--- config.mk ---
export PLATFORM = sky130hd
export DESIGN_NAME = mf_disp_fb_ctrl
export DESIGN_NICKNAME = d
export VERILOG_FILES = /design/src/rtl/mf_disp_fb_ctrl_pkg.sv /design/src/rtl/mf_disp_fb_fill.sv /design/src/rtl/mf_disp_fb_ctrl.sv
export SDC_FILE = /design/constraint.sdc
export NUM_CORES = 1
export LEC_CHECK = 0
export CORE_MARGIN = 1.5
export CORE_UTILIZATION = 40
export DETAILED_ROUTE_END_ITERATION = 10
export PLACE_DENSITY = 0.76
export SKIP_CTS_REPAIR_TIMING = 1
export SLEW_MARGIN = 5
export SYNTH_ARGS = -nofsm -noshare
export SYNTH_HDL_FRONTEND = slang
export SYNTH_SLANG_ARGS = --single-unit
--- constraint.sdc ---
create_clock -name sys_clk -period 3.04 [get_ports sys_clk]
set_input_delay 0.608 -clock sys_clk [delete_from_list [all_inputs] [get_ports sys_clk]]
set_output_delay 0.608 -clock sys_clk [all_outputs]
set_load 0.05 [all_outputs]
--- src/rtl/mf_disp_fb_ctrl_pkg.sv ---
// Shared configuration for the display frame-buffer write controller:
// parameter defaults and the fill-engine state encoding.
package mf_disp_fb_ctrl_pkg;

    localparam int unsigned FB_WORDS_DEF = 16384;
    localparam int unsigned ADDR_W_DEF   = 16;

    typedef enum logic {
        FBC_IDLE = 1'b0,
        FBC_FILL = 1'b1
    } fbc_state_t;

endpackage

--- src/rtl/mf_disp_fb_fill.sv ---
// Back-buffer fill engine: walks word indices 0..FB_WORDS-1 writing a latched
// fill word, advancing only on cycles where the arbiter does not stall it.
module mf_disp_fb_fill
    import mf_disp_fb_ctrl_pkg::*;
#(
    parameter int unsigned FB_WORDS = FB_WORDS_DEF,
    parameter int unsigned ADDR_W   = ADDR_W_DEF
) (
    input  logic              clk,
    input  logic              rst_n,
    input  logic              start,
    input  logic [31:0]       start_data,
    input  logic              stall,
    output logic              req,
    output logic [ADDR_W-1:0] addr,
    output logic [31:0]       data,
    output logic              last
);

    localparam int unsigned     CNT_W    = (FB_WORDS > 1) ? $clog2(FB_WORDS) : 1;
    localparam logic [CNT_W-1:0] CNT_LAST = CNT_W'(FB_WORDS - 1);

    fbc_state_t       state;
    fbc_state_t       state_nxt;
    logic [CNT_W-1:0] cnt;
    logic [31:0]      word;
    logic             issue;

    assign req   = (state == FBC_FILL);
    assign last  = req && (cnt == CNT_LAST);
    assign issue = req && !stall;
    assign addr  = ADDR_W'({cnt, 2'b00});
    assign data  = word;

    always_ff @(posedge clk) begin
        if (!rst_n) begin
            state <= FBC_IDLE;
        end else begin
            state <= state_nxt;
        end
    end

    // start is only honoured from IDLE, so a restart mid-fill neither
    // rewinds the counter nor replaces the fill word
    always_ff @(posedge clk) begin
        if (!rst_n) begin
            cnt  <= '0;
            word <= '0;
        end else if (state == FBC_IDLE && start) begin
            cnt  <= '0;
            word <= start_data;
        end else if (issue) begin
            cnt <= last ? '0 : cnt + 1'b1;
        end
    end

    always_comb begin
        state_nxt = state;
        case (state)
            FBC_IDLE: if (start)          state_nxt = FBC_FILL;
            FBC_FILL: if (issue && last)  state_nxt = FBC_IDLE;
            default:                      state_nxt = FBC_IDLE;
        endcase
    end

endmodule

--- src/rtl/mf_disp_fb_ctrl.sv ---
// Frame-buffer write-side controller: arbitrates CPU and fill writes onto a
// single registered write port and performs buffer swaps only at vsync.
module mf_disp_fb_ctrl
    import mf_disp_fb_ctrl_pkg::*;
#(
    parameter int unsigned FB_WORDS = FB_WORDS_DEF,
    parameter int unsigned ADDR_W   = ADDR_W_DEF
) (
    input  logic              sys_clk,
    input  logic              sys_rst_n,
    input  logic              cpu_fb_req,
    input  logic [ADDR_W-1:0] cpu_fb_addr,
    input  logic [31:0]       cpu_fb_data,
    output logic              cpu_fb_gnt,
    input  logic              fill_start,
    input  logic [31:0]       fill_data,
    output logic              fill_busy,
    input  logic              swap_req,
    input  logic              vsync_pulse,
    output logic              swap_pending,
    output logic              swap_done,
    output logic              fb_active_sel,
    output logic              fb_wr_vld,
    output logic [ADDR_W-1:0] fb_wr_addr,
    output logic [31:0]       fb_wr_data
);

    logic              fill_req;
    logic [ADDR_W-1:0] fill_addr;
    logic [31:0]       fill_word;
    logic              fill_last;
    logic              fill_stall;
    logic              fill_issue;
    logic              swap_exec;

    // The swap cycle owns the port: neither requester writes alongside the select change
    assign swap_exec  = vsync_pulse && swap_pending && !fill_req;
    assign cpu_fb_gnt = cpu_fb_req && !swap_exec;
    assign fill_stall = swap_exec || cpu_fb_req;
    assign fill_issue = fill_req && !fill_stall;
    assign fill_busy  = fill_req;

    mf_disp_fb_fill #(
        .FB_WORDS (FB_WORDS),
        .ADDR_W   (ADDR_W)
    ) u_fill (
        .clk        (sys_clk),
        .rst_n      (sys_rst_n),
        .start      (fill_start),
        .start_data (fill_data),
        .stall      (fill_stall),
        .req        (fill_req),
        .addr       (fill_addr),
        .data       (fill_word),
        .last       (fill_last)
    );

    always_ff @(posedge sys_clk) begin
        if (!sys_rst_n) begin
            swap_pending  <= 1'b0;
            swap_done     <= 1'b0;
            fb_active_sel <= 1'b0;
            fb_wr_vld     <= 1'b0;
            fb_wr_addr    <= '0;
            fb_wr_data    <= '0;
        end else begin
            swap_pending  <= swap_exec ? 1'b0 : (swap_pending || swap_req);
            swap_done     <= swap_exec;
            fb_active_sel <= fb_active_sel ^ swap_exec;
            fb_wr_vld     <= cpu_fb_gnt || fill_issue;
            if (cpu_fb_gnt) begin
                fb_wr_addr <= cpu_fb_addr & ~ADDR_W'(3);
                fb_wr_data <= cpu_fb_data;
            end else if (fill_issue) begin
                fb_wr_addr <= fill_addr;
                fb_wr_data <= fill_word;
            end
        end
    end

    logic unused_last;
    assign unused_last = fill_last;

endmodule

==> summary.log, run 1 <==
[run_status] result of the run finished, final reports clean
[sta] clock skew after layout 0.0149 ns
[cts] CTS root buffer sky130_fd_sc_hd__clkbuf_8
[detailed_routing] number of DRC violations after detailed-routing iteration 0 319
[detailed_routing] via density per instance 5.55
[sta] final hold vios 0
[place] Worst Setup Slack post-DPL 0.440 ns
[detailed_routing] Final Routed Wirelength 10300 um
[worst_setup_path] logic depth of the worst register-to-register path 6
[hold_path] Worst Min Path Start u_fill.data[19]
[layout] area of the multi-input gates 1540 um2
[sta] number of setup violations in the final report 0
[synth] Post-Syn Area 3630 um2
[synth] dominant combinational cell family by area after synthesis simple AND/OR/NAND/NOR gates
[grt] combined global-route utilization of all metal layers 21.3%
[cts] maximum root-to-sink buffer count 2
[die] overall die area 9650 um2
[synth] instance count of the mapped netlist 399
[synth] simple logic cell fraction of the synthesized area 19.6%
[power] PD cells 513 nW/um2
[power] worst vdd ir 0.000320 V
[detailed_routing] Routed WL per cell 16.3 um
[synth] number of distinct library cell variants in the gate-level netlist after synthesis 37
[die] count of boundary I/O pins 140
[layout] sequential standard cell area 1940 um2
[place] I/O Buffers 135
[die] height of the die 98.2 um
[grt] grt total ovfl 0
[synth] fraction of synthesized cell area in xor and xnor cells 2.90%
[layout] Layout Area Growth over Synthesis 45.8%
[power] leakage power of the design 1.93 nW
[grt] antenna violations before repair 0
[worst_setup_path] data required time at the worst endpoint 2.43 ns
[synth] Post-Synth Adder-Cell Area 0.345%
[cts] Skew-Pair Late Insertion Delay 0.35 ns
[die] area of the core region 8760 um2
[worst_setup_path] crit path capture type output port
[cts] CTS tree yes
[place] detailed placer's ending HPWL 7150 um
[sta] Final Max Tran Viols 0
[synth] synthesized area divided by synthesized cell count 9.09 um2
[synth] mux contribution to synthesized area 0%
[layout] proportion of layout cells with a drive suffix above 1 6.48%
[die] Initial Utilization 41.4%
[synth] share of synthesized area occupied by flip-flops and latches 53.5%
[detailed_routing] number of routed nets with antenna violations 0
[cts] CTS buffer count 9
[sta] slack of the critical path 0.467 ns
[die] width of the chip 98.2 um
[place] RD Place Congestion 0.873
[synth] synthesis-stage register bit count 97
[synth] Yosys top cell by area sky130_fd_sc_hd__dfxtp_1
[worst_setup_path] critical setup path kind input pin to output port
[worst_setup_path] Worst setup startpoint cpu_fb_req
[synth] complex-gate fraction of the synthesized area 18.7%
[grt] global-route wire length before repair 16800 um
[detailed_routing] DRC Markers 0
[worst_setup_path] R2R Path Start u_fill.req
[sta] max frequency 389 MHz
[cts] maximum level of the CTS H-tree 3
[die] number of rows created at floorplan 34
[worst_setup_path] Arrival @ worst endpoint 1.97 ns
[synth] post-synth top area share 53.5%
[synth] top cells by area in the synthesized netlist sky130_fd_sc_hd__dfxtp_1 (54%), sky130_fd_sc_hd__a222oi_1 (12%), sky130_fd_sc_hd__nand2_1 (7.5%), sky130_fd_sc_hd__nor2_1 (6.0%), sky130_fd_sc_hd__a21oi_1 (4.8%)
[run] MaxCap Viol Count 0
[hold_path] min-delay worst type register to register
[sta] unrepaired setup endpoints after global routing no
[grt] pin count of the biggest net entering global routing 55
[layout] ANT cells 0
[sta] Slew HR 61.1%
[layout] number of nets in the layout 607
[worst_setup_path] type of origin of the critical path input pin
[synth] list of most frequent post-synthesis cells sky130_fd_sc_hd__dfxtp_1 (97), sky130_fd_sc_hd__nand2_1 (72), sky130_fd_sc_hd__nor2_1 (58)
[synth] most repeated cell in the gate-level netlist after synthesis sky130_fd_sc_hd__dfxtp_1
[worst_setup_path] Setup crit end cpu_fb_gnt
[synth] main flop type after synthesis sky130_fd_sc_hd__dfxtp_1
[sta] final sum of negative setup slack 0 ns
[synth] share of flip-flops with an asynchronous set or reset after synthesis 0%
[sta] post-layout minimum cycle time 2.57 ns
[detailed_routing] Initial DRT Pass Iterations 5
[worst_setup_path] end of the worst register-to-register path fb_wr_data[0]
[sta] pin slew with the least headroom to its limit 0.582 ns
[worst_setup_path] Crit Path Max Fanout 13
[detailed_routing] total vias in the final route 3511
[grt] vias in the first global route 3604
[worst_setup_path] slack of the worst reg-to-reg path 0.95 ns
[synth] count of flip-flops with a built-in enable after synthesis 0
[layout] Filler Cells Inserted 771
[sta] crit share post-route 84.6%
[cts] TritonCTS sink count 97
[cts] clock-pin slew on the worst setup and hold paths 0.09 ns
[synth] Ys Warns 0
## cells by family after synthesis
| family | after synthesis |
|---|---|
| AO/OA/AOI/OAI | 87 |
| XOR/XNOR | 12 |
| adder cells (fa/ha/maj) | 1 |
| buffers and inverters | 39 |
| flip-flops | 97 |
| other | 1 |
| AND/OR/NAND/NOR | 162 |
## per-stage QoR
stage	instances	instance area [um2]	power (W)	utilization, %	hold WS [ns]
floorplan	400	3630	0.00171	-	0.436
global placement	617	5100	0.00196	58.3	0.442
detailed placement	617	5100	0.00197	58.3	0.447
CTS	633	5290	0.00274	60.3	0.461
global route	633	5290	0.00283	60.3	0.484
finish	633	5290	0.00271	60.3	0.460
## power by group
group	leakage (nW)	internal (W)	switching (W)
combinational	1.05	0.000245	0.000319
clock	0.0846	0.000342	0.000431
sequential	0.796	0.00134	0.0000392
## metal layers
layer,share of wire [%],vias up,GRT usage [%]
met3,5.0,18,3.87
met2,51,122,37.2
li1,-,1684,-
met5,0,-,0
met1,42,1687,26.0
met4,2.3,0,8.02
## worst min-delay path by stage
stage / end / slack [ns] / cells past startpoint
3_5_place_dp: u_fill.data[0] / 0.45 / 2
4_1_cts: u_fill.data[0] / 0.46 / 2
2_1_floorplan: u_fill.data[12] / 0.44 / 2
6_report: u_fill.data[19] / 0.46 / 2
5_1_grt: u_fill.data[20] / 0.48 / 2
3_3_place_gp: u_fill.data[14] / 0.44 / 2
## registers in the layout, indices dropped and copies added (netlist names)
register and count:
u_fill.cnt 14, fb_wr_data 32, u_fill.data 32, u_fill.req 1, fb_wr_vld 1, swap_done 1, fb_active_sel 1, fb_wr_addr 14
swap_pending 1
## cell usage in the layout, fill, tap and decap left out, types with 3 or more instances in the layout
master	netlist	final
sky130_fd_sc_hd__a21oi_1	35	34
sky130_fd_sc_hd__nand3_1	7	7
sky130_fd_sc_hd__nand2_1	72	72
sky130_fd_sc_hd__clkbuf_8	0	11
sky130_fd_sc_hd__a222oi_1	45	45
sky130_fd_sc_hd__xnor2_1	4	4
sky130_fd_sc_hd__xor2_1	8	8
sky130_fd_sc_hd__nor2_1	58	58
sky130_fd_sc_hd__nand4_1	6	6
sky130_fd_sc_hd__clkdlybuf4s50_1	0	134
sky130_fd_sc_hd__nor3_1	3	3
sky130_fd_sc_hd__buf_4	2	8
sky130_fd_sc_hd__buf_12	0	4
sky130_fd_sc_hd__dfxtp_1	97	97
sky130_fd_sc_hd__clkinvlp_4	0	3
## cell type report
class / instances / area share [%]
sequential: 97 / 36.7
multi-input combinational: 264 / 29.1
timing repair buffer: 146 / 28.0
clock buffer: 12 / 2.93
tap: 108 / 2.56
clock inverter: 4 / 0.521
inverter: 2 / 0.142
## worst max-delay path, stage by stage
cell,delay [ns]
sky130_fd_sc_hd__clkdlybuf4s50_1,0.68
sky130_fd_sc_hd__nor2b_4,0.48
sky130_fd_sc_hd__buf_12,0.20
Power figures use the tool's default switching activity.
==> run 2, diff against run 1 <==
clock period = 2.4 ns   (was 3.04 ns; I/O delays follow)
==> summary.log, run 2 (synthesized netlist as in run 1, its figures left out) <==
[run_status] result of the run finished, final reports clean
[cts] Skew-Pair Late Insertion Delay 0.35 ns
[grt] antenna violations before repair 0
[grt] global-route wire length before repair 16900 um
[worst_setup_path] worst path buffer plus inverter count 1
[grt] pin count of the biggest net entering global routing 39
[layout] final standard cell utilization of the core 61.1%
[sta] final hold vios 0
[detailed_routing] via density per instance 5.60
[place] Worst Setup Slack post-DPL 0.203 ns
[die] height of the die 98.2 um
[layout] commonest non-fill, non-tap cell in the layout sky130_fd_sc_hd__clkdlybuf4s50_1
[grt] grt total ovfl 0
[layout] post-route cell area 5350 um2
[cts] CTS tree yes
[worst_setup_path] Crit path depth 1
[layout] Filler Cells Inserted 769
[die] Initial Utilization 41.4%
[sta] Final Max Tran Viols 0
[worst_setup_path] logic depth of the worst register-to-register path 6
[worst_setup_path] crit-path leading delay family buffers and inverters
[cts] CTS root buffer sky130_fd_sc_hd__clkbuf_8
[place] I/O Buffers 135
[die] area of the core region 8760 um2
[sta] Min Hold Slack 0.459 ns
[detailed_routing] total vias in the final route 3573
[cts] CTS buffer count 9
[sta] max frequency 480 MHz
[detailed_routing] Initial DRT Pass Iterations 10
[grt] combined global-route utilization of all metal layers 21.6%
[worst_setup_path] ordered list of cells on the worst path clkdlybuf4s50_1
[cts] clock-pin slew on the worst setup and hold paths 0.09 ns
[layout] commonest non-fill, non-tap cells in the layout sky130_fd_sc_hd__clkdlybuf4s50_1 (134), sky130_fd_sc_hd__dfxtp_1 (97), sky130_fd_sc_hd__nand2_1 (72)
[worst_setup_path] crit path capture type output port
[layout] number of nets in the layout 612
[cts] maximum root-to-sink buffer count 2
[run] MaxCap Viol Count 0
[die] overall die area 9650 um2
[sta] clock skew after layout 0.00743 ns
[detailed_routing] DRC Markers 0
[die] number of rows created at floorplan 34
[detailed_routing] number of DRC violations after detailed-routing iteration 0 345
[cts] maximum level of the CTS H-tree 3
[worst_setup_path] Crit Path Max Fanout 4
[detailed_routing] number of routed nets with antenna violations 0
[sta] Slew HR 63.7%
[hold_path] min-delay worst type register to register
[sta] final sum of negative setup slack 0 ns
[sta] unrepaired setup endpoints after global routing no
[worst_setup_path] highest cell delay on the worst timing path 0.86 ns
[worst_setup_path] type of origin of the critical path register
[place] RD Place Congestion 0.826
[worst_setup_path] Arrival @ worst endpoint 1.60 ns
[die] count of boundary I/O pins 140
[die] width of the chip 98.2 um
[cts] TritonCTS sink count 97
[worst_setup_path] CP max-delay cell sky130_fd_sc_hd__clkdlybuf4s50_1
[detailed_routing] Routed WL per cell 16.3 um
[hold_path] hold path cells 2
[detailed_routing] Final Routed Wirelength 10400 um
[power] PD cells 657 nW/um2
[power] worst vdd ir 0.000334 V
[place] post-detailed-placement cell area 5150 um2
[layout] proportion of layout cells with a drive suffix above 1 7.36%
[layout] Layout Area Growth over Synthesis 47.5%
[place] detailed placer's ending HPWL 7320 um
[sta] pin slew with the least headroom to its limit 0.543 ns
[worst_setup_path] critical setup path kind register to output port
[power] leakage power of the design 1.97 nW
[worst_setup_path] data required time at the worst endpoint 1.92 ns
[grt] vias in the first global route 3576
[sta] slack of the critical path 0.317 ns
[layout] ANT cells 0
[sta] crit share post-route 86.8%
[sta] post-layout minimum cycle time 2.08 ns
[sta] number of setup violations in the final report 0
-- run 2: final cells by class --
type	instances	area, um2	share of cell area, %
well taps	108	135	2.53
flip-flops and latches	97	1940	36.3
multi-input cells	264	1540	28.8
inverters	2	7.51	0.140
clock inverters	5	55.1	1.03
repair buffers	151	1530	28.6
clock buffers	11	141	2.64
-- run 2: layer usage --
layer  global-route usage, %  wire length [um]  part of all wire, %  vias up
li1                        -                 -                    -     1696
met1                    25.6              4280                   41     1710
met2                    39.5              5240                   50      153
met3                    4.01               727                  7.0       14
met4                    6.61               146                  1.4        0
met5                       0                 0                    0        -
-- run 2: per-stage QoR --
step / power (W) / std cells
3_3_place_gp: 0.00249 / 622
5_1_grt: 0.00367 / 638
4_1_cts: 0.00355 / 638
2_1_floorplan: 0.00217 / 400
3_5_place_dp: 0.00250 / 622
6_report: 0.00352 / 638
-- run 2: path summary, 6_finish.rpt --
path                   startpoint              end  slack (ns)
setup / recovery       u_fill.req        fill_busy        0.32
hold / removal    u_fill.data[19]  u_fill.data[19]        0.46
setup reg to reg    u_fill.cnt[0]    u_fill.cnt[3]        0.62
hold reg to reg   u_fill.data[19]  u_fill.data[19]        0.46
-- run 2: power by group --
group | switching [W] | internal [W] | leakage [nW]
clock network | 0.000542 | 0.000507 | 0.0953
logic | 0.000408 | 0.000319 | 1.08
registers | 0.0000488 | 0.00169 | 0.796
==> run 3, diff against run 2 <==
CORE_UTILIZATION = 28   (was 40)
PLACE_DENSITY = 0.57   (was 0.76)
==> summary.log, run 3 (synthesized netlist as in run 1, its figures left out) <==
[run_status] result of the run finished, final reports clean
[cts] maximum root-to-sink buffer count 2
[layout] number of nets in the layout 614
[hold_path] min-delay worst type register to register
[layout] Layout Area Growth over Synthesis 52.3%
[worst_setup_path] Arrival @ worst endpoint 1.55 ns
[sta] number of setup violations in the final report 0
[grt] vias in the first global route 3412
[die] count of boundary I/O pins 140
[die] Initial Utilization 28.7%
[sta] pin slew with the least headroom to its limit 0.583 ns
[cts] CTS buffer count 9
[cts] CTS tree yes
[worst_setup_path] Crit path depth 1
[power] leakage power of the design 2.01 nW
[sta] slack of the critical path 0.371 ns
[grt] grt total ovfl 0
[worst_setup_path] logic depth of the worst register-to-register path 6
[detailed_routing] total vias in the final route 3478
[place] number of cells after detailed placement 688
[die] area of the core region 12600 um2
[die] height of the die 117 um
[sta] Final Max Tran Viols 0
[sta] final hold vios 0
[die] overall die area 13600 um2
[sta] unrepaired setup endpoints after global routing no
[worst_setup_path] crit path capture type output port
[place] I/O Buffers 135
[detailed_routing] number of routed nets with antenna violations 0
[grt] global-route wire length before repair 17400 um
[worst_setup_path] data required time at the worst endpoint 1.92 ns
[place] RD Place Congestion 0.768
[run] MaxCap Viol Count 0
[sta] Slew HR 61.1%
[detailed_routing] Routed WL per cell 15.8 um
[sta] final sum of negative setup slack 0 ns
[layout] commonest non-fill, non-tap cell in the layout sky130_fd_sc_hd__clkdlybuf4s50_1
[worst_setup_path] crit-path leading delay family buffers and inverters
[detailed_routing] via density per instance 4.93
[grt] combined global-route utilization of all metal layers 16.8%
[power] PD cells 692 nW/um2
[cts] clock-pin slew on the worst setup and hold paths 0.06 ns
[power] worst vdd ir 0.000256 V
[layout] final cell count without fillers 705
[cts] maximum level of the CTS H-tree 3
[grt] pin count of the biggest net entering global routing 38
[detailed_routing] number of DRC violations after detailed-routing iteration 0 340
[sta] post-layout minimum cycle time 2.03 ns
[worst_setup_path] Crit Path Max Fanout 4
[layout] proportion of layout cells with a drive suffix above 1 7.71%
[worst_setup_path] slack of the worst reg-to-reg path 0.62 ns
[sta] max frequency 493 MHz
[sta] clock skew after layout 0.00688 ns
[hold_path] hold path cells 2
[worst_setup_path] worst path buffer plus inverter count 1
[cts] Skew-Pair Late Insertion Delay 0.34 ns
[worst_setup_path] highest cell delay on the worst timing path 0.84 ns
[place] Worst Setup Slack post-DPL 0.275 ns
[worst_setup_path] R2R Path Start u_fill.cnt[0]
[worst_setup_path] CP max-delay cell sky130_fd_sc_hd__clkdlybuf4s50_1
[die] width of the chip 117 um
[power] Power Total 0.00382 W
[hold_path] Worst Min Path Start u_fill.data[27]
[sta] crit share post-route 84.5%
[worst_setup_path] type of origin of the critical path register
[detailed_routing] Final Routed Wirelength 11100 um
[hold_path] endpoint of the worst hold path u_fill.data[27]
[worst_setup_path] Worst setup startpoint swap_pending
[cts] TritonCTS sink count 97
[worst_setup_path] end of the worst register-to-register path u_fill.cnt[13]
[grt] antenna violations before repair 1
[detailed_routing] Initial DRT Pass Iterations 6
[die] number of rows created at floorplan 41
[worst_setup_path] critical setup path kind register to output port
[place] detailed placer's ending HPWL 7640 um
[detailed_routing] DRC Markers 0
[layout] commonest non-fill, non-tap cells in the layout sky130_fd_sc_hd__clkdlybuf4s50_1 (134), sky130_fd_sc_hd__dfxtp_1 (97), sky130_fd_sc_hd__nand2_1 (72)
[cts] CTS root buffer sky130_fd_sc_hd__clkbuf_16
[worst_setup_path] ordered list of cells on the worst path clkdlybuf4s50_1
[run 3: cell types whose count changed in the layout (fill, tap and decap cells not counted), sizes merged]
cell	before	now
buf	17	19
diode	0	1
clkbuf	11	12
bufinv	1	0
clkinv	2	1
clkinvlp	2	3
[run 3: cell type report]
cell class | count | area [um2]
Tap cell | 172 | 215
Sequential cell | 97 | 1940
Clock buffer | 12 | 256
Antenna cell | 1 | 2.50
Multi-Input combinational cell | 264 | 1540
Inverter | 2 | 7.51
Timing Repair Buffer | 153 | 1530
Fill cell | 1272 | 7100
Clock inverter | 4 | 27.5
[run 3: where the power goes]
| group | total [W] | internal [W] | switching [W] |
|---|---|---|---|
| Combinational | 0.000728 | 0.000318 | 0.000409 |
| Clock | 0.00136 | 0.000758 | 0.000598 |
| Sequential | 0.00174 | 0.00169 | 0.0000469 |
| Total | 0.00382 | 0.00277 | 0.00105 |
[run 3: stage by stage]
stage	hold WS (ns)	util [%]	cell area, um2
after floorplan	0.436	-	3630
after global placement	0.442	41.5	5240
after detailed placement	0.448	41.5	5240
after CTS	0.457	43.8	5520
after global routing	0.476	43.8	5520
final	0.457	43.8	5520
[run 3: routing by layer]
layer  track usage (%)  part of all wire [%]
met5                 0                     0
met3              3.71                   5.9
met4              7.63                   2.5
met2              28.6                    49
met1              20.3                    43
[run 3: worst max-delay path by stage]
stage | to | slack (ns)
floorplan | cpu_fb_gnt | 0.35
global placement | u_fill.cnt[13] | 0.29
detailed placement | u_fill.cnt[13] | 0.28
CTS | swap_pending | 0.34
global route | cpu_fb_gnt | 0.31
finish | swap_pending | 0.37
==> RTL change 1 (config.mk and constraints of run 3) <==
Change the package constant `ADDR_W_DEF` from 16 to 15.
--- a/src/rtl/mf_disp_fb_ctrl_pkg.sv
+++ b/src/rtl/mf_disp_fb_ctrl_pkg.sv
@@ -3,7 +3,7 @@
 package mf_disp_fb_ctrl_pkg;
 
     localparam int unsigned FB_WORDS_DEF = 16384;
-    localparam int unsigned ADDR_W_DEF   = 16;
+    localparam int unsigned ADDR_W_DEF   = 15;
 
     typedef enum logic {
         FBC_IDLE = 1'b0,
Ports: changed (resized cpu_fb_addr and fb_wr_addr); port bits go from 140 to 138. No check against the original RTL was run, so the function may have changed too.
==> RTL change 1 against run 3 <==
Clock power is 7% higher; wire length is 0.90% lower; area after synthesis is 6.8% higher; sequential cell count is 1 lower; critical endpoint is now fill_busy; worst setup slack worse by 0.18 ns; design area is 3.2% higher; power is 1.5% higher; combinational power is 3.3% lower; non-clock buffer count is 6 lower; register-to-register slack worse by 0.15 ns.
==> RTL change 1: results (changes against run 3) <==
- The average size of a mapped cell came to 8.747 sq um (-3.8%).
- The fraction of final layout cells with drive strength greater than 1 is 0.06305 (-0.01402).
- The total iterations of the first detailed-routing run is 4 (-2).
- The run finished with clean final reports.
- The portion of the layout cell area used by non-clock buffers is 0.2527 (-0.02495).
- The startpoint of the worst setup timing path is u_fill.req$_SDFF_PN0_.
- The largest driver fanout on the critical path is 10 (+6).
- The wire length of the first global-routing pass is 17.44 mm (+0.48%).
- The number of inserted diodes came to 0 (-1).
- The design internal power is 0.002846 W (+2.7%).
- The number of clock buffers in the layout was 13 (+1).
- The multi-input combinational gate total is 309 (+17%).
- The HPWL after detailed placement is 7.696 mm (+0.73%).
- The endpoint of the worst-slack reg-to-reg timing path is u_fill.cnt[12]$_SDFFE_PP0P_.
- In this run the most critical hold path is launched from u_fill.data[26]$_SDFFE_PN0P_.
- The share of power burned in the clock network came to 0.374 (+0.020).
- The post-placement cell count is 731 (+6.3%).
- In the post-synthesis netlist, the biggest area contributors are sky130_fd_sc_hd__dfxtp_1, sky130_fd_sc_hd__a21boi_0, sky130_fd_sc_hd__nand2_1.
- The layout overhead on the synthesized area is 47.17%.
- The initial antenna violation count is 0 (-1).
- The via count of the first global-routing pass was 3467 (+1.6%).
- The worst-case headroom to the max-slew limit is 0.6394 (+0.02853).
- The worst hold endpoint is u_fill.data[26]$_SDFFE_PN0P_.
- The number of vias per cell came to 4.663 (-5.5%).
- The post-layout instance count excluding filler cells came to 747 (+6.0%).
- The instance area at placement came to 0.005403 sq mm (+3.2%).
- The overall track demand over capacity in global routing is 0.1545 (-0.01345).
[RTL change 1: cell types whose count changed after synthesis, moves of 3 or more]
cell,before,now
sky130_fd_sc_hd__xor2_1,8,2
sky130_fd_sc_hd__a21oi_1,35,2
sky130_fd_sc_hd__nand2_1,72,117
sky130_fd_sc_hd__buf_2,6,2
sky130_fd_sc_hd__a22oi_1,1,45
sky130_fd_sc_hd__nor4_1,2,5
sky130_fd_sc_hd__a222oi_1,45,0
sky130_fd_sc_hd__a21boi_0,0,77
sky130_fd_sc_hd__xnor2_1,4,10
sky130_fd_sc_hd__nor2_1,58,15
[RTL change 1: cell families after synthesis]
group           Yosys count  synth area share
other cells               1         0.0009678
buf+inv                  39           0.04262
xor+xnor                 12           0.02712
fa+ha+maj                 1          0.003228
simple gates            164            0.1792
compound gates          130            0.2509
flops                    96            0.4960
[RTL change 1: metal layers]
layer,GRT usage,wire [microns]
met4,0.06544,187
met3,0.03538,632
met5,0,0
met2,0.2603,5282
met1,0.1888,4935
==> RTL change 2 (flow settings as in run 3) <==
Made on the original files. Register the input `swap_req` before use. The logic sees it one clock later. The other inputs are not delayed to match.
--- a/src/rtl/mf_disp_fb_ctrl.sv
+++ b/src/rtl/mf_disp_fb_ctrl.sv
@@ -24,6 +24,12 @@
     output logic [ADDR_W-1:0] fb_wr_addr,
     output logic [31:0]       fb_wr_data
 );
+
+    logic swap_req_q;
+
+    always_ff @(posedge sys_clk) begin
+        swap_req_q <= swap_req;
+    end
 
     logic              fill_req;
     logic [ADDR_W-1:0] fill_addr;
@@ -64,7 +70,7 @@
             fb_wr_addr    <= '0;
             fb_wr_data    <= '0;
         end else begin
-            swap_pending  <= swap_exec ? 1'b0 : (swap_pending || swap_req);
+            swap_pending  <= swap_exec ? 1'b0 : (swap_pending || swap_req_q);
             swap_done     <= swap_exec;
             fb_active_sel <= fb_active_sel ^ swap_exec;
             fb_wr_vld     <= cpu_fb_gnt || fill_issue;
Formal check against the unedited RTL: not equivalent (Yosys sat finds a counterexample within 4 cycles, from zero or initial values and one cycle with sys_rst_n low).
==> RTL change 2 against run 3 <==
Combinational power decreased by 0.5%; wire length fell by 0.94%; sequential cell count up 1; critical path depth is 3 higher; power grew 4.8%; worst setup slack lost 0.049 ns; design area increased by 0.72%; area after synthesis up 0.55%; global-route usage is 0.39 points lower.
==> RTL change 2: results (changes against run 3) <==
- The total area of sequential cells is 0.001962 sq mm (+1.0%).
- The fill cell instance count of the final layout is 1234 (-3.0%).
- The utilization after layout is 0.4391 (+0.001388).
- The instance area at placement is 0.005250 sq mm (+0.24%).
- The non-clock buffer count in the final layout is 154 (+0.65%).
- The average routed wire per standard cell is 15.63 microns (-1.1%).
- The leakage power is 2.042 nW (+1.5%).
- The run finished with clean final reports.
- By count the netlist is led by sky130_fd_sc_hd__dfxtp_1, sky130_fd_sc_hd__nand2_1, sky130_fd_sc_hd__nor2_1.
- The number of inserted diodes came to 0 (-1).
- The via count of the first global-routing pass came to 3410 (-0.059%).
- The met3 layer wire length in the routed design is 708 microns (+7.3%).
- The portion of the layout cell area used by non-clock buffers is 0.2743 (-0.003348).
- The worst hold path begins at u_fill.data[9]$_SDFFE_PN0P_.
- The total iterations of the first detailed-routing run is 8 (+2).
- The HPWL after detailed placement is 7.727 mm (+1.1%).
- The transition time at the pin with the least slew margin is 0.5473 ns (-0.03562 ns).
- The worst hold slack is 0.4560 ns (-0.001221 ns).
- The vias after detailed routing was 3509 (+0.89%).
- The post-placement cell count is 690 (+0.29%).
- The arrival time at the worst endpoint is 1.60 ns (+0.05 ns).
- The portion of the post-synthesis area used by sequential elements is 0.5379 (+0.002550).
- The number of clock buffers in the layout is 14 (+2).
- The number of nets in the finished design was 616 (+0.33%).
- The synthesized-area fraction occupied by ao, oa, aoi and oai cells is 0.1859 (-0.001026).
- The clock network area share was 0.05644 (+0.005027).
- The number of flip-flops and latches is 98 (+1.0%).
- The count of routing violations after the opening detailed-route iteration is 378 (+11%).
- The worst hold path terminates at u_fill.data[9]$_SDFFE_PN0P_.
- The length of routed met2 wiring is 5.296 mm (-2.9%).
## RTL change 2: how the worst max path moves through the flow
stage	startpoint	end	slack, ns	depth (start not counted)
2_1_floorplan	u_fill.req$_SDFF_PN0_	cpu_fb_gnt	0.35	4
3_5_place_dp	cpu_fb_req	u_fill.cnt[13]$_SDFFE_PP0P_	0.26	5
6_report	cpu_fb_req	cpu_fb_gnt	0.32	4
4_1_cts	cpu_fb_req	cpu_fb_gnt	0.31	4
3_3_place_gp	cpu_fb_req	u_fill.cnt[13]$_SDFFE_PP0P_	0.29	5
5_1_grt	u_fill.req$_SDFF_PN0_	cpu_fb_gnt	0.24	4
## RTL change 2: per-layer routing
layer / track usage / vias to the layer above
li1: - / 1707
met1: 0.1968 / 1676
met2: 0.2780 / 114
met3: 0.04686 / 12
met4: 0.06506 / 0
met5: 0 / -
## RTL change 2: report_power, final
part	internal [W]	switching [W]
sequential	0.00171	0.0000474
clock	0.000944	0.000579
combinational	0.000316	0.000408
total	0.00297	0.00104
